### config.mk
export PLATFORM = sky130hd
export DESIGN_NAME = bridge_arbiter
export DESIGN_NICKNAME = d
export VERILOG_FILES = /design/src/rtl/bridge_arbiter.sv
export SDC_FILE = /design/constraint.sdc
export NUM_CORES = 1
export LEC_CHECK = 0
export ABC_AREA = 1
export BUFFER_PORTS_ARGS = -buffer_cell sky130_fd_sc_hd__buf_2
export CAP_MARGIN = 10
export CORE_AREA = 5 5 160 162
export DETAILED_ROUTE_END_ITERATION = 10
export DIE_AREA = 0 0 165 167
export PLACE_DENSITY = 0.59
export SYNTH_ARGS = -nofsm -noshare
export SYNTH_HDL_FRONTEND = slang
export SYNTH_SLANG_ARGS = --single-unit
### constraint.sdc
create_clock -name clk -period 1.9 [get_ports clk]
set_input_delay 0.38 -clock clk [delete_from_list [all_inputs] [get_ports clk]]
set_output_delay 0.38 -clock clk [all_outputs]
set_load 0.03 [all_outputs]
### src/rtl/bridge_arbiter.sv
// Round-robin arbiter sharing one DRAM bridge between two requesters, one transaction in flight.
// Latency: accept T, command T+1, response one cycle after bridge completion; waiting requests stay pending until IDLE.
module bridge_arbiter #(
    parameter int ADDR_W = 8,
    parameter int DATA_W = 64
) (
    input  logic              clk,
    input  logic              rst_n,
    input  logic              req0_valid,
    input  logic              req0_r_wb,
    input  logic [ADDR_W-1:0] req0_addr,
    input  logic [DATA_W-1:0] req0_data_w,
    output logic              req0_ready,
    output logic              rsp0_valid,
    output logic [DATA_W-1:0] rsp0_data,
    input  logic              req1_valid,
    input  logic              req1_r_wb,
    input  logic [ADDR_W-1:0] req1_addr,
    input  logic [DATA_W-1:0] req1_data_w,
    output logic              req1_ready,
    output logic              rsp1_valid,
    output logic [DATA_W-1:0] rsp1_data,
    output logic              C_in_valid,
    output logic              C_r_wb,
    output logic [ADDR_W-1:0] C_addr,
    output logic [DATA_W-1:0] C_data_w,
    input  logic              C_out_valid,
    input  logic [DATA_W-1:0] C_data_r
);

    typedef enum logic [1:0] {IDLE, ISSUE, WAIT, RESP} state_t;

    state_t              state;
    state_t              state_nxt;
    logic                last_grant;
    logic                grant;
    logic                winner;
    logic                accept;
    logic                lat_r_wb;
    logic [ADDR_W-1:0]   lat_addr;
    logic [DATA_W-1:0]   lat_data_w;
    logic [DATA_W-1:0]   cap_data;

    // On a tie the requester that did not win last time goes first.
    always_comb begin
        winner = 1'b0;
        if (req0_valid && req1_valid) begin
            winner = ~last_grant;
        end else if (req1_valid) begin
            winner = 1'b1;
        end
    end

    // Gating with rst_n keeps ready low while reset is held.
    assign accept = rst_n && (state == IDLE) && (req0_valid || req1_valid);

    always_ff @(posedge clk or negedge rst_n) begin
        if (!rst_n) begin
            state <= IDLE;
        end else begin
            state <= state_nxt;
        end
    end

    always_comb begin
        state_nxt = state;
        case (state)
            IDLE:    if (accept) state_nxt = ISSUE;
            ISSUE:   state_nxt = WAIT;
            WAIT:    if (C_out_valid) state_nxt = RESP;
            RESP:    state_nxt = IDLE;
            default: state_nxt = IDLE;
        endcase
    end

    always_ff @(posedge clk or negedge rst_n) begin
        if (!rst_n) begin
            last_grant <= 1'b1;
            grant      <= 1'b0;
            lat_r_wb   <= 1'b0;
            lat_addr   <= '0;
            lat_data_w <= '0;
            cap_data   <= '0;
        end else begin
            if (accept) begin
                grant      <= winner;
                last_grant <= winner;
                lat_r_wb   <= winner ? req1_r_wb   : req0_r_wb;
                lat_addr   <= winner ? req1_addr   : req0_addr;
                lat_data_w <= winner ? req1_data_w : req0_data_w;
            end
            if ((state == WAIT) && C_out_valid) begin
                cap_data <= lat_r_wb ? C_data_r : '0;
            end
        end
    end

    always_comb begin
        req0_ready = accept && !winner;
        req1_ready = accept && winner;
        C_in_valid = (state == ISSUE);
        C_r_wb     = C_in_valid && lat_r_wb;
        C_addr     = C_in_valid ? lat_addr   : '0;
        C_data_w   = C_in_valid ? lat_data_w : '0;
        rsp0_valid = (state == RESP) && !grant;
        rsp1_valid = (state == RESP) && grant;
        rsp0_data  = rsp0_valid ? cap_data : '0;
        rsp1_data  = rsp1_valid ? cap_data : '0;
    end

endmodule

After elaboration in Yosys (flattened, before gate mapping)
Cells that the tools add are included.
{"block": "word_totals", "reg_bits": 141, "inputBits": 215, "output_inout_bits": 206, "elab_cells": 40}
{"block": "op_classes", "n_eq_ne": 5, "n_mux": 13, "bitwise_logic": 1, "n_reduce_logical": 14}
{"cell": "two-way mux 64 bit", "count": 5}
{"cell": "two-way mux 8 bit", "count": 2}
{"cell": "logical AND 1 bit", "count": 9}
{"cell": "case mux 2 bit (4 select lines)", "count": 1}
{"cell": "equality test 2 bit, second input constant", "count": 2}
{"cell": "two-way mux 2 bit", "count": 2}
{"cell": "inequality test 2 bit, second input constant", "count": 2}
{"cell": "two-way mux 1 bit", "count": 3}
{"cell": "equality test 2 x 1 -> 1 bit, second input constant", "count": 1}
{"cell": "zero test 1 bit", "count": 2}
{"cell": "zero test 2 bit", "count": 1}
{"cell": "AND reduction 2 bit", "count": 1}
{"cell": "logical OR 1 bit", "count": 1}
{"cell": "NOT 1 bit", "count": 1}

Depth between registers and ports, before layout
Gate-level depths: netlist of the first run.
{"block": "depth", "word_depth": 5, "ltp_mapped": 10, "depth_no_buf": 9}

Least setup slack after synthesis of the first run
OpenSTA, ideal clock, no wires.
{"block": "synth_path", "path_kind": "reg2out", "start": "register state[1]", "end": "output port C_addr[0]", "arrival_ns": 1.462, "t_required_ns": 1.520, "setup_slack_ns": 0.058, "path_stages_with_launch": 7, "n_path_buf": 2, "path_cell_list": "dfrtp_1 inv_1 ha_1 buf_2 buf_2 nand2_1 inv_1"}
{"block": "synth_via", "elab_chain_cells": 2}
{"item": "from (decl)", "line": "33", "source": "state_t state;"}
{"item": "from (signal assigned)", "line": "61", "source": "state <= state_nxt;"}
{"item": "equality test 2 x 1 -> 1 bit", "line": "101", "source": "C_in_valid = (state == ISSUE);"}
{"item": "named net C_in_valid", "line": "23", "source": "output logic C_in_valid,"}
{"item": "two-way mux 8 bit", "line": "103", "source": "C_addr = C_in_valid ? lat_addr : '0;"}
{"item": "to (decl)", "line": "25", "source": "output logic [ADDR_W-1:0] C_addr,"}
The timed path passes the listed nets, and every way through them passes these cells.

Worst setup path after layout of the first run
{"block": "layout_path", "start": "register state[1]", "end": "output port rsp0_data[31]"}
{"block": "layout_via", "elab_chain_cells": 3}
{"item": "equality test 2 bit", "line": "105", "source": "rsp0_valid = (state == RESP) && !grant;"}
{"item": "logical AND 1 bit", "line": "105"}
{"item": "two-way mux 64 bit", "line": "107", "source": "rsp0_data = rsp0_valid ? cap_data : '0;"}
{"item": "to (decl)", "line": "15", "source": "output logic [DATA_W-1:0] rsp0_data,"}
No other way between the ends.

==> results.yml, run 1 <==
run_status:
  status: "complete, but fails checks"
  violations: "negative setup slack"
setup_path:
  cp-start-kind: "flip-flop"
  crit_chain: "ha_4 -> nand2_4 -> buf_16 -> nor2_1 -> buf_4"
  crit_buf_inv: 2
  slowest_stage: "dfrtp_1"
  slowest_delay_ps: 430
  crit_fanout: 16
  cp.required_ps: 1520
  endpoint_kind: "output port"
  cp.arrival_ps: 1760
  worstSetupPathType: "reg2out"
  critical-path-top-delay-family: "flip-flops"
floorplan:
  die_h_um: 167
  start_util_pct: 33.1
  die_area_mm2: 0.0276
  ios: 421
  coreArea_mm2: 0.0240
  num_rows: 57
  die_w_um: 165
synth:
  synth_nets: 1442
  synth_top_cells_by_count: "nand2_1 (656), inv_1 (146), dfrtp_1 (140), nor2_1 (129), o21ai_0 (63)"
  async_reset_ff_share_pct: 100
  synth_flop_cell: "dfrtp_1"
  syn-cell-area_mm2: 0.00792
  yosys_warnings: 0
  synth_top_area_cell: "dfrtp_1"
  synthesis.instances: 1223
  synth_adder_area_share_pct: 0.632
  synth.distinct_cells: 16
  ys_seq_area_share_pct: 44.6
  synth_compound_area_share_pct: 4.11
  ys_ff_latch: 141
  synth-simple-area-share_pct: 37.5
  synth-xor-area-share_pct: 0
  yosysMostFrequentCell: "nand2_1"
  synth.area.top_cells: "dfrtp_1 (44%), nand2_1 (31%), inv_1 (6.9%), nor2_1 (6.1%), o21ai_0 (4.0%)"
  synth.area.mux_share_pct: 0
  netlist.area_leader.share_pct: 44.2
  synth_top_family_by_area: "simple AND/OR/NAND/NOR gates"
  synth_enable_flop_cells: 0
  postSynthAreaPerCell_um2: 6.48
placement:
  placed_area_mm2: 0.0102
  hpwl_mm: 19.7
  io_buffer_count: 420
  post-place-ws_ps: 138
  gp_congestion: 0.763
timing:
  fmax_ghz: 0.468
  rsz0062_at_grt: "true"
  hold_viol: 0
  layout_setup_ws_ps: -236
  setup_violations: 206
  period_needed_ps: 2140
  fin_crit_sh_pct: 112
  tightest_slew_ps: 755
  drv_slew: 0
  holdWs_ps: 106
  fin_skew_ps: 11.2
  relSlewSlack_pct: 49.7
pwr:
  p_leak_nw: 7.41
  p_total_mw: 17.7
  p_per_area_mw_per_mm2: 1370
  irDropWorstVdd_uv: 571
global_routing:
  grt-ovfl-total: 0
  grt_pass1_vias: 8394
  grt_pass1_wl_mm: 44.6
  grt_max_degree: 142
  antenna_found_initial: 4
  grt_use_total_pct: 20.4
finish:
  fin_nets: 1848
  drive_above_1_share_pct: 40.8
  syn_to_final_growth_pct: 63.3
  postLayoutCoreUtil_pct: 54.0
  fin_area_mm2: 0.0129
drt:
  drtIter0Drc: 520
  wl_mm: 30.7
  post-route-drc-count: 0
  wl_per_cell_um: 15.6
  firstDrtPassIters: 5
  ant_nets: 0
  via_per_inst: 4.50
  vias: 8861
clock_network:
  clk_latency_ps: 420
  cts_hold_buf: 0
  clkTransAtPathRegs_ps: 70
  cts_buffers: 17
  clk_path_buf_depth: 2
  htree_levels: 4
  cts_tree: "done"
  cts_root_buffer: "clkbuf_16"
  cts_sinks: 141
job:
  maxCapViolations: 0
min_path:
  hold_path.class: "in2async"
layout make-up:
class	count	area (um^2)
clock inverter	12	123
inverter	149	562
clock buffer	20	467
fill	2270	11000
sequential	141	3530
timing repair buffer	462	3850
tap	324	405
multi-input combinational	858	3990
antenna	2	5.00
worst reg2reg max path: stages, from the launching register on:
cell     delay [ps]
dfrtp_2         430
inv_1            80
ha_2            200
nand2_1          70
inv_2            40
nand2_2         100
buf_4           340
nand2_1         150
nand2_1         120
nand2_1          50
nand2_1          50
power by group:
part | total [mW] | internal (mW) | switching (mW)
logic | 9.28 | 3.64 | 5.64
clock network | 3.34 | 1.94 | 1.40
registers | 5.11 | 4.22 | 0.890
total | 17.7 | 9.81 | 7.93
metal layers:
| metal | wire, um | track usage (%) | vias up |
|---|---|---|---|
| met5 | 27 | 0 | - |
| met4 | 331 | 4.48 | 4 |
| met3 | 2700 | 6.72 | 26 |
| met2 | 15700 | 36.1 | 366 |
| met1 | 12000 | 23.8 | 4093 |
| li1 | - | - | 4372 |
state kept, by name, summed over array words and instances (netlist names):
signal / flops
lat_addr: 8
grant: 1
cap_data: 64
lat_r_wb: 1
state: 2
lat_data_w: 64
last_grant: 1
worst paths after layout:
check | from | to | slack [ps] | depth (start not counted)
worst max-delay path | state[1]$_DFFE_PN0P_ | rsp0_data[31] | -240 | 5
worst min-delay path | rst_n | lat_data_w[3]$_DFFE_PN0P_ | 110 | 2
worst max register to register | state[0]$_DFFE_PN0P_ | state[0]$_DFFE_PN0P_ | 190 | 10
worst min register to register | lat_data_w[21]$_DFFE_PN0P_ | lat_data_w[21]$_DFFE_PN0P_ | 480 | 2
max in group asynchronous | rst_n | lat_r_wb$_DFFE_PN0P_ | 1240 | 2
min in group clk | C_data_r[16] | cap_data[16]$_DFFE_PN0P_ | 210 | 3
what timing repair did:
action / 4_1_cts / 5_1_grt
pin swaps: 0 / 1
setup buffers: 8 / 3
endpoints found under the setup margin: 206 / 256
endpoints found under the hold margin: 0 / 0
resized for setup: 291 / 289
cloned: 9 / 7
logic make-up after synthesis:
logic type      after synthesis
compound gates               65
buf+inv                     224
simple gates                789
fa+ha+maj                     4
flops                       141
cell usage in the layout, fill, tap and decap left out, drive strengths merged:
master and count:
clkbuf 41, nand3 2, clkinv 1, ha 4, buf 441, nor2 129, dfrtp 140, o21ai 65
nand2 657, dfstp 1, bufinv 1, inv 157, diode 2, clkinvlp 2, or2 1
through the flow:
stage               TNS, ps  std cells
floorplan                 0       1223
global placement          0       1909
detailed placement        0       1909
CTS                  -33690       1958
global route         -44380       1968
finish               -28880       1968
(Power assumes the default switching activity.)
==> run 2, diff against run 1 <==
==> constraint.sdc (replaced) <==
create_clock -name clk -period 1.9 [get_ports clk]
set_input_delay 0.285 -clock clk [delete_from_list [all_inputs] [get_ports clk]]
set_output_delay 0.285 -clock clk [all_outputs]
set_load 0.03 [all_outputs]
==> run 2 against run 1 <==
Critical path type unchanged. Power up 6.4%. Clock skew grew 1.3 ps. Final area increased by 6.0%. Combinational power grew 12%. Hold slack lost 100 ps. Setup slack gained 52 ps. Global-route usage is 0.78 points higher. The flow still finishes with violations (negative setup slack). Sequential cell count unchanged. First-iteration DRC count is 4.6% higher.
==> results.yml, run 2 (synthesis results as in run 1) <==
setup_path:
  cp-start-kind: "flip-flop"
  cp.arrival_ps: 1800
  cp.required_ps: 1620
  endpoint_kind: "output port"
  crit_fanout: 12
  crit_chain: "ha_4 -> nand2_8 -> buf_12 -> buf_16 -> nor2_2 -> buf_6"
  worstSetupPathType: "reg2out"
  slowest_delay_ps: 430
  slowest_stage: "dfrtp_2"
global_routing:
  grt_max_degree: 142
  grt_pass1_wl_mm: 46.1
  grt_use_total_pct: 21.2
  grt-ovfl-total: 0
  grt_pass1_vias: 8689
  antenna_found_initial: 1
timing:
  setup_violations: 203
  layout_setup_ws_ps: -184
  drv_slew: 0
  fmax_ghz: 0.480
  rsz0062_at_grt: "true"
  fin_crit_sh_pct: 110
  period_needed_ps: 2080
  relSlewSlack_pct: 48.4
  tightest_slew_ps: 775
  hold_viol: 0
  fin_skew_ps: 12.6
floorplan:
  num_rows: 57
  die_w_um: 165
  coreArea_mm2: 0.0240
  ios: 421
  die_h_um: 167
  start_util_pct: 33.1
  die_area_mm2: 0.0276
run_status:
  violations: "negative setup slack"
  status: "complete, but fails checks"
finish:
  drive_above_1_share_pct: 43.4
  fin_nets: 1859
  largestRegisters: "cap_data: 64 flops, lat_data_w: 64 flops, lat_addr: 8 flops"
  n_antenna_cell: 0
  final_cell_mix: "nand2_1 (601), buf_2 (214), buf_6 (168), dfrtp_1 (137), inv_1 (92)"
  mostFrequentLayoutCell: "nand2_1"
  syn_to_final_growth_pct: 73.1
drt:
  ant_nets: 0
  post-route-drc-count: 0
  wl_mm: 33.1
  via_per_inst: 4.52
  drtIter0Drc: 544
  wl_per_cell_um: 16.7
  vias: 8936
  firstDrtPassIters: 5
placement:
  io_buffer_count: 420
  post-place-ws_ps: 168
  gp_congestion: 0.777
  hpwl_mm: 19.8
job:
  maxCapViolations: 0
clock_network:
  cts_tree: "done"
  clkTransAtPathRegs_ps: 70
  htree_levels: 4
  cts_buffers: 17
  clk_latency_ps: 420
  cts_hold_buf: 0
  cts_root_buffer: "clkbuf_16"
  cts_sinks: 141
  clk_path_buf_depth: 2
pwr:
  irDropWorstVdd_uv: 621
  p_leak_nw: 7.66
  p_total_mw: 18.9
  p_per_area_mw_per_mm2: 1380
min_path:
  hold_path.class: "in2async"
==> run 2: cell count changes in the layout (fill, tap and decap cells not counted), sizes merged <==
cell and change:
clkbuf -12, diode -2, clkinv +3, buf +22, inv -2
==> run 2: final timing paths <==
check                                       startpoint                          to  slack [ps]  cells after the start
worst max-delay path              state[0]$_DFFE_PN0P_               rsp1_data[59]        -180                      6
worst min-delay path                             rst_n        state[0]$_DFFE_PN0P_           6                      2
worst max register to register    state[0]$_DFFE_PN0P_  lat_data_w[60]$_DFFE_PN0P_         230                      9
worst min register to register  last_grant$_DFFE_PN1P_      last_grant$_DFFE_PN1P_         470                      2
max in group asynchronous                        rst_n    cap_data[11]$_DFFE_PN0P_        1320                      2
min in group clk                          C_data_r[61]    cap_data[61]$_DFFE_PN0P_         110                      3
==> run 2: worst max-delay path, delay by kind of cell (launching register included) <==
family,cells,cell delay (ps)
adder cells (fa/ha/maj),1,220
flip-flops,1,430
AND/OR/NAND/NOR,2,240
buffers and inverters,3,470
==> run 2: layout make-up <==
type | count | area (um^2)
clock buffers | 19 | 453
multi-input cells | 858 | 4360
repair buffers | 473 | 4270
well taps | 324 | 405
inverters | 149 | 562
fillers | 2169 | 10300
flip-flops and latches | 141 | 3530
clock inverters | 13 | 128
==> run 2: metrics by stage <==
stage | utilization [%] | setup TNS, ps | hold slack [ps] | area (um^2) | cells
6_report | 57.2 | -15010 | 6.02 | 13700 | 1977
5_1_grt | 57.2 | -30410 | 59.8 | 13700 | 1977
4_1_cts | 51.2 | -18380 | 35.7 | 12300 | 1962
3_5_place_dp | 42.7 | 0 | 462 | 10200 | 1910
3_3_place_gp | 42.7 | 0 | 462 | 10200 | 1910
2_1_floorplan | - | 0 | -10.6 | 7920 | 1223
==> run 2: routing by layer <==
layer	vias up	wire length [um]	global-route usage, %
met5	-	13	0
met4	2	570	5.82
met3	34	2500	5.66
met2	346	17100	37.5
met1	4167	12900	25.0
li1	4387	-	-
==> run 2: power breakdown <==
group | total [mW] | internal [mW] | switching (mW) | leakage (nW)
Sequential | 5.20 | 4.23 | 0.968 | 1.83
Combinational | 10.4 | 4.11 | 6.26 | 5.55
Clock | 3.30 | 1.90 | 1.39 | 0.283
Total | 18.9 | 10.2 | 8.62 | 7.66
==> run 2: what timing repair did <==
item                                    in CTS  in global routing
hold endpoints to repair                     0                  0
gates resized for setup                    357                386
pin swaps                                    0                  3
buffers inserted                             9                  4
endpoints found under the setup margin     206                206
gates cloned                                11                 14
==> run 3, diff against run 2 <==
--- a/config.mk
+++ b/config.mk
@@ -15,3 +15,4 @@
 export SYNTH_ARGS = -nofsm -noshare
 export SYNTH_HDL_FRONTEND = slang
 export SYNTH_SLANG_ARGS = --single-unit
+export TNS_END_PERCENT = 10
==> constraint.sdc (replaced) <==
create_clock -name clk -period 1.9 [get_ports clk]
set_input_delay 0.285 -clock clk [delete_from_list [all_inputs] [get_ports clk]]
set_output_delay 0.285 -clock clk [all_outputs]
set_load 0.02 [all_outputs]
==> run 3 against run 2 <==
The run ends with negative hold slack, negative setup slack left. Sequential cell count stayed put. Sequential power down 5.2%. Wire length shrank 14%. Clock skew down 1.7 ps. Clock power rose by 4%. Sequential share of layout area rose by 4.1 points. Core utilization decreased by 7.8 points. Largest cell class is now sequential cells.
==> results.yml, run 3 (synthesis results as in run 1) <==
setup_path:
  worstSetupPathType: "reg2out"
  cp.required_ps: 1620
  reg2reg_slack_ps: 240
  reg2regPathDepth: 8
  slowest_delay_ps: 440
  crit_start: "state[1]$_DFFE_PN0P_"
  reg2reg_from: "state[0]$_DFFE_PN0P_"
  cp-start-kind: "flip-flop"
  crit_fanout: 9
  cp.arrival_ps: 1680
  endpoint_kind: "output port"
  r2r-end: "lat_data_w[54]$_DFFE_PN0P_"
  crit_chain: "inv_2 -> ha_4 -> buf_12 -> clkbuf_16 -> nand2_1 -> inv_1 -> buf_6"
  slowest_stage: "dfrtp_2"
timing:
  tightest_slew_ps: 815
  fin_skew_ps: 10.8
  fin_crit_sh_pct: 104
  rsz0062_at_grt: "true"
  holdWs_ps: -40.7
  relSlewSlack_pct: 45.7
  hold_viol: 36
  fmax_ghz: 0.508
  fin_tns_setup_ps: -2630
  drv_slew: 0
  setup_violations: 70
  layout_setup_ws_ps: -69.5
  period_needed_ps: 1970
finish:
  mostFrequentLayoutCell: "nand2_1"
  fillers: 2522
  final_cells: 1953
  drive_above_1_share_pct: 33.4
  syn_to_final_growth_pct: 49.5
  fin_nets: 1834
  postLayoutCoreUtil_pct: 49.4
  largestRegisters: "cap_data: 64 flops, lat_data_w: 64 flops, lat_addr: 8 flops"
  final_cell_mix: "nand2_1 (643), buf_2 (267), dfrtp_1 (137), inv_1 (120), nor2_1 (113)"
global_routing:
  grt_pass1_wl_mm: 43.1
  grt_max_degree: 142
  antenna_found_initial: 2
  grt_pass1_vias: 8104
  grt-ovfl-total: 0
  grt_use_total_pct: 19.8
floorplan:
  die_area_mm2: 0.0276
  coreArea_mm2: 0.0240
  die_h_um: 167
  ios: 421
  die_w_um: 165
  num_rows: 57
  start_util_pct: 33.1
pwr:
  seqPwrFrac_pct: 31.3
  p_sw_share_pct: 41.3
  p_per_area_mw_per_mm2: 1330
  share_comb_of_total_power_pct: 46.9
  irDropWorstVdd_uv: 524
  power_switching_mw: 6.52
  p_leak_nw: 7.00
  power.share.clock_pct: 21.8
  p_int_mw: 9.25
run_status:
  status: "complete, but fails checks"
  violations: "negative hold slack, negative setup slack"
clock_network:
  clk_latency_ps: 420
  clkTransAtPathRegs_ps: 70
  cts_root_buffer: "clkbuf_16"
  cts_sinks: 141
  htree_levels: 4
  cts_tree: "done"
  cts_buffers: 17
  clk_path_buf_depth: 2
drt:
  wl_per_cell_um: 14.6
  wl_mm: 28.5
  post-route-drc-count: 0
  vias: 8499
  firstDrtPassIters: 5
  ant_nets: 0
  drtIter0Drc: 483
  via_per_inst: 4.35
job:
  maxCapViolations: 0
min_path:
  hold_path.class: "in2async"
placement:
  gp_congestion: 0.768
  dp.cells: 1910
  hpwl_mm: 19.9
  io_buffer_count: 420
-- run 3: cell types whose count changed in the layout (fill, tap and decap cells not counted), sizes merged --
cell      before  now
buf          463  445
bufinv         1    3
clkbuf        29   23
clkinv         4    5
clkinvlp       2    1
diode          0    1
inv          155  152
-- run 3: per-stage QoR --
stage	setup WS [ps]	power, mW	area, um^2
after floorplan	298	8.96	7920
after global placement	172	10.8	10200
after detailed placement	140	10.9	10200
after CTS	-96.6	15.6	11500
after global routing	-159	17.0	11800
final	-69.5	15.8	11800
-- run 3: worst max-delay path: cells and delay by family (launching register included) --
kind | cells | cell delay, ps
DFF | 1 | 440
buffers and inverters | 5 | 590
adders and majority gates | 1 | 190
and+or+nand+nor | 1 | 60
-- run 3: power groups by stage --
stage / sequential [mW] / clock (mW) / combinational, mW
2_1_floorplan: 4.73 / 0 / 4.23
3_3_place_gp: 4.90 / 0 / 5.94
3_5_place_dp: 4.90 / 0 / 6.03
4_1_cts: 4.92 / 3.54 / 7.14
5_1_grt: 5.09 / 3.67 / 8.21
6_report: 4.93 / 3.44 / 7.40
-- run 3: how the worst max path moves through the flow --
stage | slack [ps] | to
floorplan | 300 | C_addr[0]
global placement | 170 | rsp0_data[48]
detailed placement | 140 | rsp1_data[5]
CTS | -100 | C_data_w[29]
global route | -160 | C_data_w[32]
finish | -70 | C_data_w[39]
-- run 3: per-layer routing --
| layer | routed length, um | up-vias | track usage [%] |
|---|---|---|---|
| met4 | 435 | 2 | 4.74 |
| li1 | - | 4328 | - |
| met2 | 14100 | 324 | 34.3 |
| met1 | 11600 | 3819 | 23.7 |
| met3 | 2360 | 26 | 6.28 |
| met5 | 7 | - | 0 |
-- run 3: area by class of cell --
class,instances,area [um^2],area share (%)
Antenna cell,1,2.50,0.0211
Clock buffer,20,437,3.69
Clock inverter,12,164,1.38
Inverter,149,562,4.74
Multi-Input combinational cell,858,3470,29.3
Sequential cell,141,3530,29.8
Tap cell,324,405,3.42
Timing Repair Buffer,448,3270,27.6
-- run 3: what timing repair did --
| item | 4_1_cts | 5_1_grt |
|---|---|---|
| setup endpoints to repair | 201 | 211 |
| gates resized for setup | 194 | 109 |
| setup buffers | 3 | 2 |
| hold buffers | 0 | 0 |
| gates cloned | 3 | 3 |
| pin swaps | 0 | 0 |
